$ cat config.mk
export PLATFORM = sky130hd
export DESIGN_NAME = alu_issue_ctrl
export DESIGN_NICKNAME = d
export VERILOG_FILES = /design/src/rtl/spu_alu_pkg.sv /design/src/rtl/alu_zero_detect.sv /design/src/rtl/alu_issue_ctrl.sv
export SDC_FILE = /design/constraint.sdc
export NUM_CORES = 1
export LEC_CHECK = 0
export CAP_MARGIN = 10
export CELL_PAD_IN_SITES_DETAIL_PLACEMENT = 0
export CELL_PAD_IN_SITES_GLOBAL_PLACEMENT = 1
export CORE_AREA = 2 2 329 331
export DETAILED_ROUTE_END_ITERATION = 7
export DIE_AREA = 0 0 331 333
export GPL_ROUTABILITY_DRIVEN = 0
export PLACE_DENSITY = 0.47
export SLEW_MARGIN = 20
export SYNTH_ARGS = -nofsm -noshare
export SYNTH_HDL_FRONTEND = slang
export SYNTH_HIERARCHICAL = 1
export SYNTH_SLANG_ARGS = --single-unit
$ cat constraint.sdc
create_clock -name clk_fake -period 5 [get_ports clk_fake]
set_input_delay 1 -clock clk_fake [delete_from_list [all_inputs] [get_ports clk_fake]]
set_output_delay 1 -clock clk_fake [all_outputs]
set_load 0.01 [all_outputs]
$ cat src/rtl/spu_alu_pkg.sv
// Shared opcodes, FSM state type and latency lookup for the SPU ALU issue path.
package spu_alu_pkg;

    localparam logic [5:0] OP_AH    = 6'd4;
    localparam logic [5:0] OP_AHI   = 6'd6;
    localparam logic [5:0] OP_SFH   = 6'd12;
    localparam logic [5:0] OP_MPY   = 6'd20;
    localparam logic [5:0] OP_LOG_A = 6'd28;
    localparam logic [5:0] OP_LOG_B = 6'd30;
    localparam logic [5:0] OP_IDLE  = 6'd63;

    typedef enum logic [1:0] {
        IDLE = 2'd0,
        EXEC = 2'd1,
        RESP = 2'd2
    } state_t;

    // Cycles the ALU needs for an opcode; zero marks an opcode the ALU does not implement.
    function automatic logic [1:0] op_latency(input logic [5:0] op);
        case (op)
            OP_AH, OP_AHI, OP_SFH, OP_LOG_A, OP_LOG_B: op_latency = 2'd1;
            OP_MPY:                                    op_latency = 2'd2;
            default:                                   op_latency = 2'd0;
        endcase
    endfunction

endpackage

$ cat src/rtl/alu_zero_detect.sv
// Per-word zero flags for a four-word ALU result.
module alu_zero_detect #(
    parameter int DATA_W = 128
) (
    input  logic [DATA_W-1:0] data,
    output logic [3:0]        zero
);

    localparam int WORD_W = DATA_W / 4;

    // Flag i is set when word i of the result is all zeros.
    always_comb begin
        zero = 4'h0;
        for (int i = 0; i < 4; i++) begin
            zero[i] = (data[i*WORD_W +: WORD_W] == '0);
        end
    end

endmodule

$ cat src/rtl/alu_issue_ctrl.sv
// Issue controller between decode and the SPU ALU: one instruction in flight,
// request held for the opcode latency, result handed to writeback.
//
//   state | meaning
//   IDLE  | ready for a new instruction, ALU sees OP_IDLE
//   EXEC  | request held on ex_*, latency timer counting down
//   RESP  | captured result offered to writeback until accepted
module alu_issue_ctrl
    import spu_alu_pkg::*;
#(
    parameter int DATA_W = 128,
    parameter int RT_W   = 7,
    parameter int CNT_W  = 32
) (
    input  logic              clk_fake,
    input  logic              rst,
    input  logic              in_valid,
    output logic              in_ready,
    input  logic [5:0]        in_op,
    input  logic [DATA_W-1:0] in_ra,
    input  logic [DATA_W-1:0] in_rb,
    input  logic [RT_W-1:0]   in_rt,
    output logic [5:0]        ex_opCode,
    output logic [DATA_W-1:0] ex_inA,
    output logic [DATA_W-1:0] ex_inB,
    input  logic [DATA_W-1:0] ex_dataOut,
    output logic              wb_valid,
    input  logic              wb_ready,
    output logic [RT_W-1:0]   wb_rt,
    output logic [DATA_W-1:0] wb_data,
    output logic [3:0]        wb_zero,
    output logic              err_illegal,
    output logic [CNT_W-1:0]  op_count
);

    localparam logic [CNT_W-1:0] CNT_ONE = {{(CNT_W-1){1'b0}}, 1'b1};

    state_t          state;
    logic [1:0]      cnt;
    logic [1:0]      lat;
    logic [RT_W-1:0] rt_q;
    logic [3:0]      zero_next;

    assign lat = op_latency(in_op);

    alu_zero_detect #(.DATA_W(DATA_W)) u_zero_detect (
        .data (ex_dataOut),
        .zero (zero_next)
    );

    // Issue/execute/respond sequencing; every output is a register of this block.
    always_ff @(posedge clk_fake) begin
        if (rst) begin
            state       <= IDLE;
            cnt         <= 2'd0;
            rt_q        <= '0;
            in_ready    <= 1'b1;
            ex_opCode   <= OP_IDLE;
            ex_inA      <= '0;
            ex_inB      <= '0;
            wb_valid    <= 1'b0;
            wb_rt       <= '0;
            wb_data     <= '0;
            wb_zero     <= 4'h0;
            err_illegal <= 1'b0;
            op_count    <= '0;
        end else begin
            err_illegal <= 1'b0;
            case (state)
                IDLE: begin
                    if (in_valid && in_ready) begin
                        if (lat != 2'd0) begin
                            ex_opCode <= in_op;
                            ex_inA    <= in_ra;
                            ex_inB    <= in_rb;
                            rt_q      <= in_rt;
                            cnt       <= lat;
                            in_ready  <= 1'b0;
                            state     <= EXEC;
                        end else begin
                            // Rejected opcode never reaches the ALU.
                            err_illegal <= 1'b1;
                        end
                    end
                end
                EXEC: begin
                    if (cnt == 2'd1) begin
                        wb_data   <= ex_dataOut;
                        wb_zero   <= zero_next;
                        wb_rt     <= rt_q;
                        wb_valid  <= 1'b1;
                        ex_opCode <= OP_IDLE;
                        state     <= RESP;
                    end else begin
                        cnt <= cnt - 2'd1;
                    end
                end
                RESP: begin
                    if (wb_ready) begin
                        wb_valid <= 1'b0;
                        op_count <= op_count + CNT_ONE;
                        in_ready <= 1'b1;
                        state    <= IDLE;
                    end
                end
                default: begin
                    state    <= IDLE;
                    in_ready <= 1'b1;
                    wb_valid <= 1'b0;
                    ex_opCode <= OP_IDLE;
                end
            endcase
        end
    end

endmodule

Word-level counts from Yosys, hierarchy flattened
Index checks and enable logic that the tools add are counted.
- output and inout bits: 436
- register bits after elaboration: 447
- bits of input ports: 401
- add/sub/neg operators: 2
- reductions and logical operators: 18
- equal/unequal tests: 14
- mux-type cells: 22
- bitwise gates (word level): 4
- operators with widths (kind ; count):
    zero test 32 bit ; 4
    adder 32 x 1 -> 32 bit (second input constant) ; 1
    == test 6 x 5 -> 1 bit (second input constant) ; 3
    two-way mux 6 bit ; 3
    one-hot mux 6 bit (3 select lines) ; 1
    AND reduction 4 bit ; 4
    two-way mux 2 bit ; 7
    == test 6 x 3 -> 1 bit (second input constant) ; 2
    != test 2 bit (second input constant) ; 5
    one-hot mux 2 bit (2 select lines) ; 2
    == test 6 x 4 -> 1 bit (second input constant) ; 1
    two-way mux 1 bit ; 6
    one-hot mux 1 bit (3 select lines) ; 2
    one-hot mux 2 bit (3 select lines) ; 1
    AND reduction 3 bit ; 2
    OR reduction 5 bit ; 1
    == test 2 x 1 -> 1 bit (second input constant) ; 2
    inverter 1 bit ; 4
    AND reduction 2 bit ; 2
    nonzero test 2 bit ; 2
    OR reduction 3 bit ; 1
    == test 2 bit (second input constant) ; 1
    zero test 2 bit ; 1
    subtractor 2 x 1 -> 2 bit (second input constant) ; 1
    logical AND 1 bit ; 1

Longest topological paths before layout
- depth after elaboration: 7
- gate-level depth with buffers: 8
- mapped depth without buffers: 6

By module
The synthesis kept the hierarchy.
- modules (own cells, without submodules) (module ; area each (µm²) ; instances ; seq. area each (µm²) ; cells an instance):
    alu_issue_ctrl ; 15758.9 ; 1 ; 8948.6 ; 1996
    alu_zero_detect ; 290.3 ; 1 ; 0.0 ; 44

Least setup slack after synthesis
No wires, ideal clock.
- path kind: input-to-reg
- start: input port in_op[0]
- end: register ex_opCode[1]
- cell stages on the path: 7
- arrival: 2.535 ns
- path slack: 2.344 ns
- buffers on the path: 3
- cells stage by stage: or3b_2 clkbuf_1 a211o_1 clkbuf_1 clkbuf_1 nor4_1 o21bai_1
- word-level cells in the longest chain between the ends: 6
- RTL lines (element ; RTL line ; text):
    start: declaration ; alu_issue_ctrl.sv:19 ; input logic [5:0] in_op,
    == test 6 x 3 -> 1 bit (tied with other cells) ; spu_alu_pkg.sv:20 ; case (op)
    OR reduction 5 bit ; spu_alu_pkg.sv:20 ;
    one-hot mux 2 bit (2 select lines) * ; spu_alu_pkg.sv:20 ;
    nonzero test 2 bit * ; alu_issue_ctrl.sv:72 ; if (lat != 2'd0) begin
    != test 2 bit (no source line) * ; -- ;
    AND reduction 4 bit (no source line) * ; -- ;
    end signal: assignment ; alu_issue_ctrl.sv:73 ; ex_opCode <= in_op;
    end: declaration ; alu_issue_ctrl.sv:23 ; output logic [5:0] ex_opCode,
Mark *: on every way between the ends. The rest lies on a longest branch, timed or not.
A chain may end at the register's enable or synchronous reset.

Worst setup path in the final report
- start: input port in_valid
- end: register ex_inB[3]
- word-level cells in the longest chain between the ends: 2
- RTL lines (element ; RTL line ; text):
    start: declaration ; alu_issue_ctrl.sv:17 ; input logic in_valid,
    logical AND 1 bit ; alu_issue_ctrl.sv:71 ; if (in_valid && in_ready) begin
    AND reduction 3 bit (no source line) ; -- ;
    end signal: assignment ; alu_issue_ctrl.sv:75 ; ex_inB <= in_rb;
    end: declaration ; alu_issue_ctrl.sv:25 ; output logic [DATA_W-1:0] ex_inB,
Every way passes these cells.

==> summary.log <==
qor: status.status complete, no violations
qor: worst_setup_path.cp.arrival 3.59 ns
qor: sta.rsz0062_at_grt no
qor: worst_setup_path.critical_path.max_fanout 65
qor: detailed_routing.postRouteAntennaNets 0
qor: detailed_routing.dr_total_vias 17,000
qor: sta.timing.final.crit_share 60.70%
qor: synth.yosys_warnings 6
qor: worst_setup_path.critical_path.startpoint_type input port
qor: clock_tree.number_of_h_tree_levels 2
qor: sta.timing_max_transition_violations_final 0
qor: die.initial_utilization 15.06%
qor: synth.post-synth-top-area-fraction 55.76%
qor: die.placement_rows 120
qor: clock_tree.numCtsBuffers 59
qor: clock_tree.clock_sink_count 447
qor: sta.finalClockSkew 0.02272 ns
qor: worst_setup_path.end_kind flip-flop
qor: synth.syn_inst 2,040
qor: worst_setup_path.timing_worst_setup_path_type input port to flip-flop
qor: global_route.grt_overflow 0
qor: sta.timing.final.crit_period 3.035 ns
qor: synth.syn_nets 2,443
qor: clock_tree.clock_latency_on_the_worst_skew_pair 0.64 ns
qor: pwr.pwr_density_cell 302.8 nW/um^2
qor: detailed_routing.firstDrtPassIters 5
qor: clock_tree.cts_tree built
qor: synth.dominant_cells_by_area_after_synthesis sky130_fd_sc_hd__dfxtp_1 (56%), sky130_fd_sc_hd__nand2_1 (19%), sky130_fd_sc_hd__a21oi_1 (13%)
qor: finish.final_layout_size_suffix_gt1_share 4.246%
qor: die.dieHeight 333 microns
qor: synth.synth.cell_area 16,050 sq um
qor: sta.worstMarginPinSlew 0.9416 ns
qor: detailed_routing.drt-initial-drc-count 804
qor: sta.fmax 329.5 MHz
qor: detailed_routing.drcViolationCount 0
qor: synth.synth_seq_area_share 55.76%
qor: die.die_outline_area 110,200 sq um
qor: clock_tree.ctsRootBufferMaster sky130_fd_sc_hd__clkbuf_16
qor: worst_hold_path.worst_hold_path_type flip-flop to flip-flop
qor: detailed_routing.wire_per_inst 18.37 microns
qor: synth.synth_enable_flop_cells 0
qor: pwr.leakagePower 8.835 nW
qor: synth.ys_dominant_reg_cell sky130_fd_sc_hd__dfxtp_1
qor: job.max_cap_violations 0
qor: sta.post-route-worst-setup-slack 1.965 ns
qor: finish.final_design_area_no_fill 27,690 sq um
qor: die.width_of_the_die 331 microns
qor: synth.synth.largest_area_cell sky130_fd_sc_hd__dfxtp_1
qor: worst_setup_path.required 5.55 ns
qor: clock_tree.post_cts_buffers 0
qor: sta.fin_setup_tns 0 ns
qor: global_route.grt_pass1_wl 112.5 mm
qor: detailed_routing.via_count_normalized_by_instance_count 3.991
qor: global_route.grt_usage 13.46%
qor: placement.placement.io_buffers 836
qor: global_route.grt_max_degree 129
qor: sta.worst_slew_margin_rel 37.22%
qor: detailed_routing.routed_wl 78.27 mm
qor: global_route.vias_in_the_first_global_route 17,220
qor: placement.post-place-ws 1.277 ns
qor: placement.post-dp-hpwl 57.40 mm
qor: sta.finalHoldWorstSlack 0.4507 ns
qor: synth.yosysMostFrequentCell sky130_fd_sc_hd__nand2_1
qor: clock_tree.cts.hold.buffers_added 0
qor: pwr.power.ir.vdd_worst 0.0002698 V
qor: clock_tree.worst_setup_hold_path_clk_slew 0.05 ns
qor: synth.synth_cell_type_count 44
qor: synth.ys_seq_elements 447
qor: finish.final_net_count 3,208
qor: finish.growth_of_design_area_from_synthesis_to_finish 72.51%
qor: placement.placement.cell_area 25,810 sq um
qor: die.coreArea 106,600 sq um
qor: finish.final_core_utilization 25.97%
qor: clock_tree.cts-resized-gates 0
qor: clock_tree.ctsLongestPathBuffers 3
qor: synth.ys_top_cells_by_count sky130_fd_sc_hd__nand2_1 (817), sky130_fd_sc_hd__dfxtp_1 (447), sky130_fd_sc_hd__a21oi_1 (431)
qor: sta.setup_violations 0
qor: synth.postSynthAreaPerCell 7.867 sq um
qor: global_route.antenna_found_initial 13
qor: sta.timing.final.hold_violations 0
qor: synth.share_of_flip_flops_with_an_asynchronous_set_or_reset_after_synthesis 0%
qor: die.pin_count 837
[path summary, 6_finish.rpt]
kind         slack [ns]  cells after the start                         to                     from
min reg2reg        0.45                      2    ex_inA[38]$_SDFFE_PP0P_  ex_inA[38]$_SDFFE_PP0P_
max reg2reg        2.25                      4  op_count[26]$_SDFFE_PP0P_    state[1]$_SDFFE_PP0P_
max                1.97                      7     ex_inB[3]$_SDFFE_PP0P_                 in_valid
min                0.45                      2    ex_inA[38]$_SDFFE_PP0P_  ex_inA[38]$_SDFFE_PP0P_
[layout make-up]
class                      instances  area [sq um]
antenna                            7         17.52
sequential                       447          8949
clock inverter                    18         132.6
tap                             1403          1755
multi-input combinational       1436          6495
clock buffer                      88          1728
fill                           11660         78920
timing repair buffer             854          8583
inverter                           7         26.28
[cells by family (layout without fill, tap and decap cells)]
kind of cell    after synthesis  in the layout  share of synthesized area [%]
buf+inv                     157            967                          3.937
flops                       447            447                          55.76
xor+xnor                     10             10                         0.5458
other cells                   0              7                              0
simple gates                959            959                          24.67
compound gates              465            465                          14.94
fa+ha+maj                     2              2                         0.1559
[power breakdown]
group	total (mW)	switching [mW]	leakage (nW)	internal [mW]
Combinational	0.655	0.269	4.31	0.386
Clock	4.10	1.68	0.922	2.42
Sequential	3.63	0.0241	3.61	3.61
[layout by cell type, fill, tap and decap left out, types with 4 or more instances in the layout]
cell and count:
sky130_fd_sc_hd__nand2_1 816, sky130_fd_sc_hd__clkinv_2 12, sky130_fd_sc_hd__nor2_1 19, sky130_fd_sc_hd__nor4_2 4, sky130_fd_sc_hd__diode_2 7, sky130_fd_sc_hd__o31ai_1 13
sky130_fd_sc_hd__and4_1 4, sky130_fd_sc_hd__nor3_1 9, sky130_fd_sc_hd__xnor2_1 7, sky130_fd_sc_hd__clkbuf_16 61, sky130_fd_sc_hd__buf_12 6, sky130_fd_sc_hd__clkbuf_8 10
sky130_fd_sc_hd__a21oi_1 431, sky130_fd_sc_hd__or4_1 17, sky130_fd_sc_hd__nand2b_1 5, sky130_fd_sc_hd__dfxtp_1 447, sky130_fd_sc_hd__o21ai_0 10, sky130_fd_sc_hd__or3_1 7
sky130_fd_sc_hd__buf_4 12, sky130_fd_sc_hd__nand3_1 11, sky130_fd_sc_hd__inv_1 7, sky130_fd_sc_hd__clkdlybuf4s50_1 835, sky130_fd_sc_hd__clkbuf_1 17, sky130_fd_sc_hd__nand4_1 15
sky130_fd_sc_hd__nor4_1 34
[worst max-delay path: stages]
cell,delay [ns]
sky130_fd_sc_hd__clkdlybuf4s50_1,0.52
sky130_fd_sc_hd__or4bb_1,0.60
sky130_fd_sc_hd__a211oi_4,0.21
sky130_fd_sc_hd__buf_4,0.29
sky130_fd_sc_hd__buf_4,0.61
sky130_fd_sc_hd__nand2_1,0.13
sky130_fd_sc_hd__a21oi_1,0.16
[state kept, by name, summed over array words and instances (netlist names)]
signal,cells
wb_data,128
wb_zero,4
rt_q,7
err_illegal,1
wb_valid,1
ex_inA,128
op_count,32
ex_opCode,6
cnt,2
wb_rt,7
ex_inB,128
state,2
in_ready,1
[metrics by stage]
stage          total power, mW  std cells
3_5_place_dp             4.371       4147
6_report                 8.384       4260
2_1_floorplan            3.864       2040
4_1_cts                  8.586       4253
5_1_grt                  8.747       4260
3_3_place_gp             4.370       4147
[per-layer routing]
metal | up-vias | part of all wire [%] | GRT usage (%) | wire (microns)
li1 | 8293 | - | - | -
met1 | 7987 | 37 | 14.05 | 28910
met2 | 604 | 50 | 23.79 | 39030
met3 | 115 | 10 | 5.684 | 7796
met4 | 4 | 3.2 | 4.993 | 2500
met5 | - | 0.032 | 0 | 25
No activity file was read; power rests on OpenSTA's default activity.
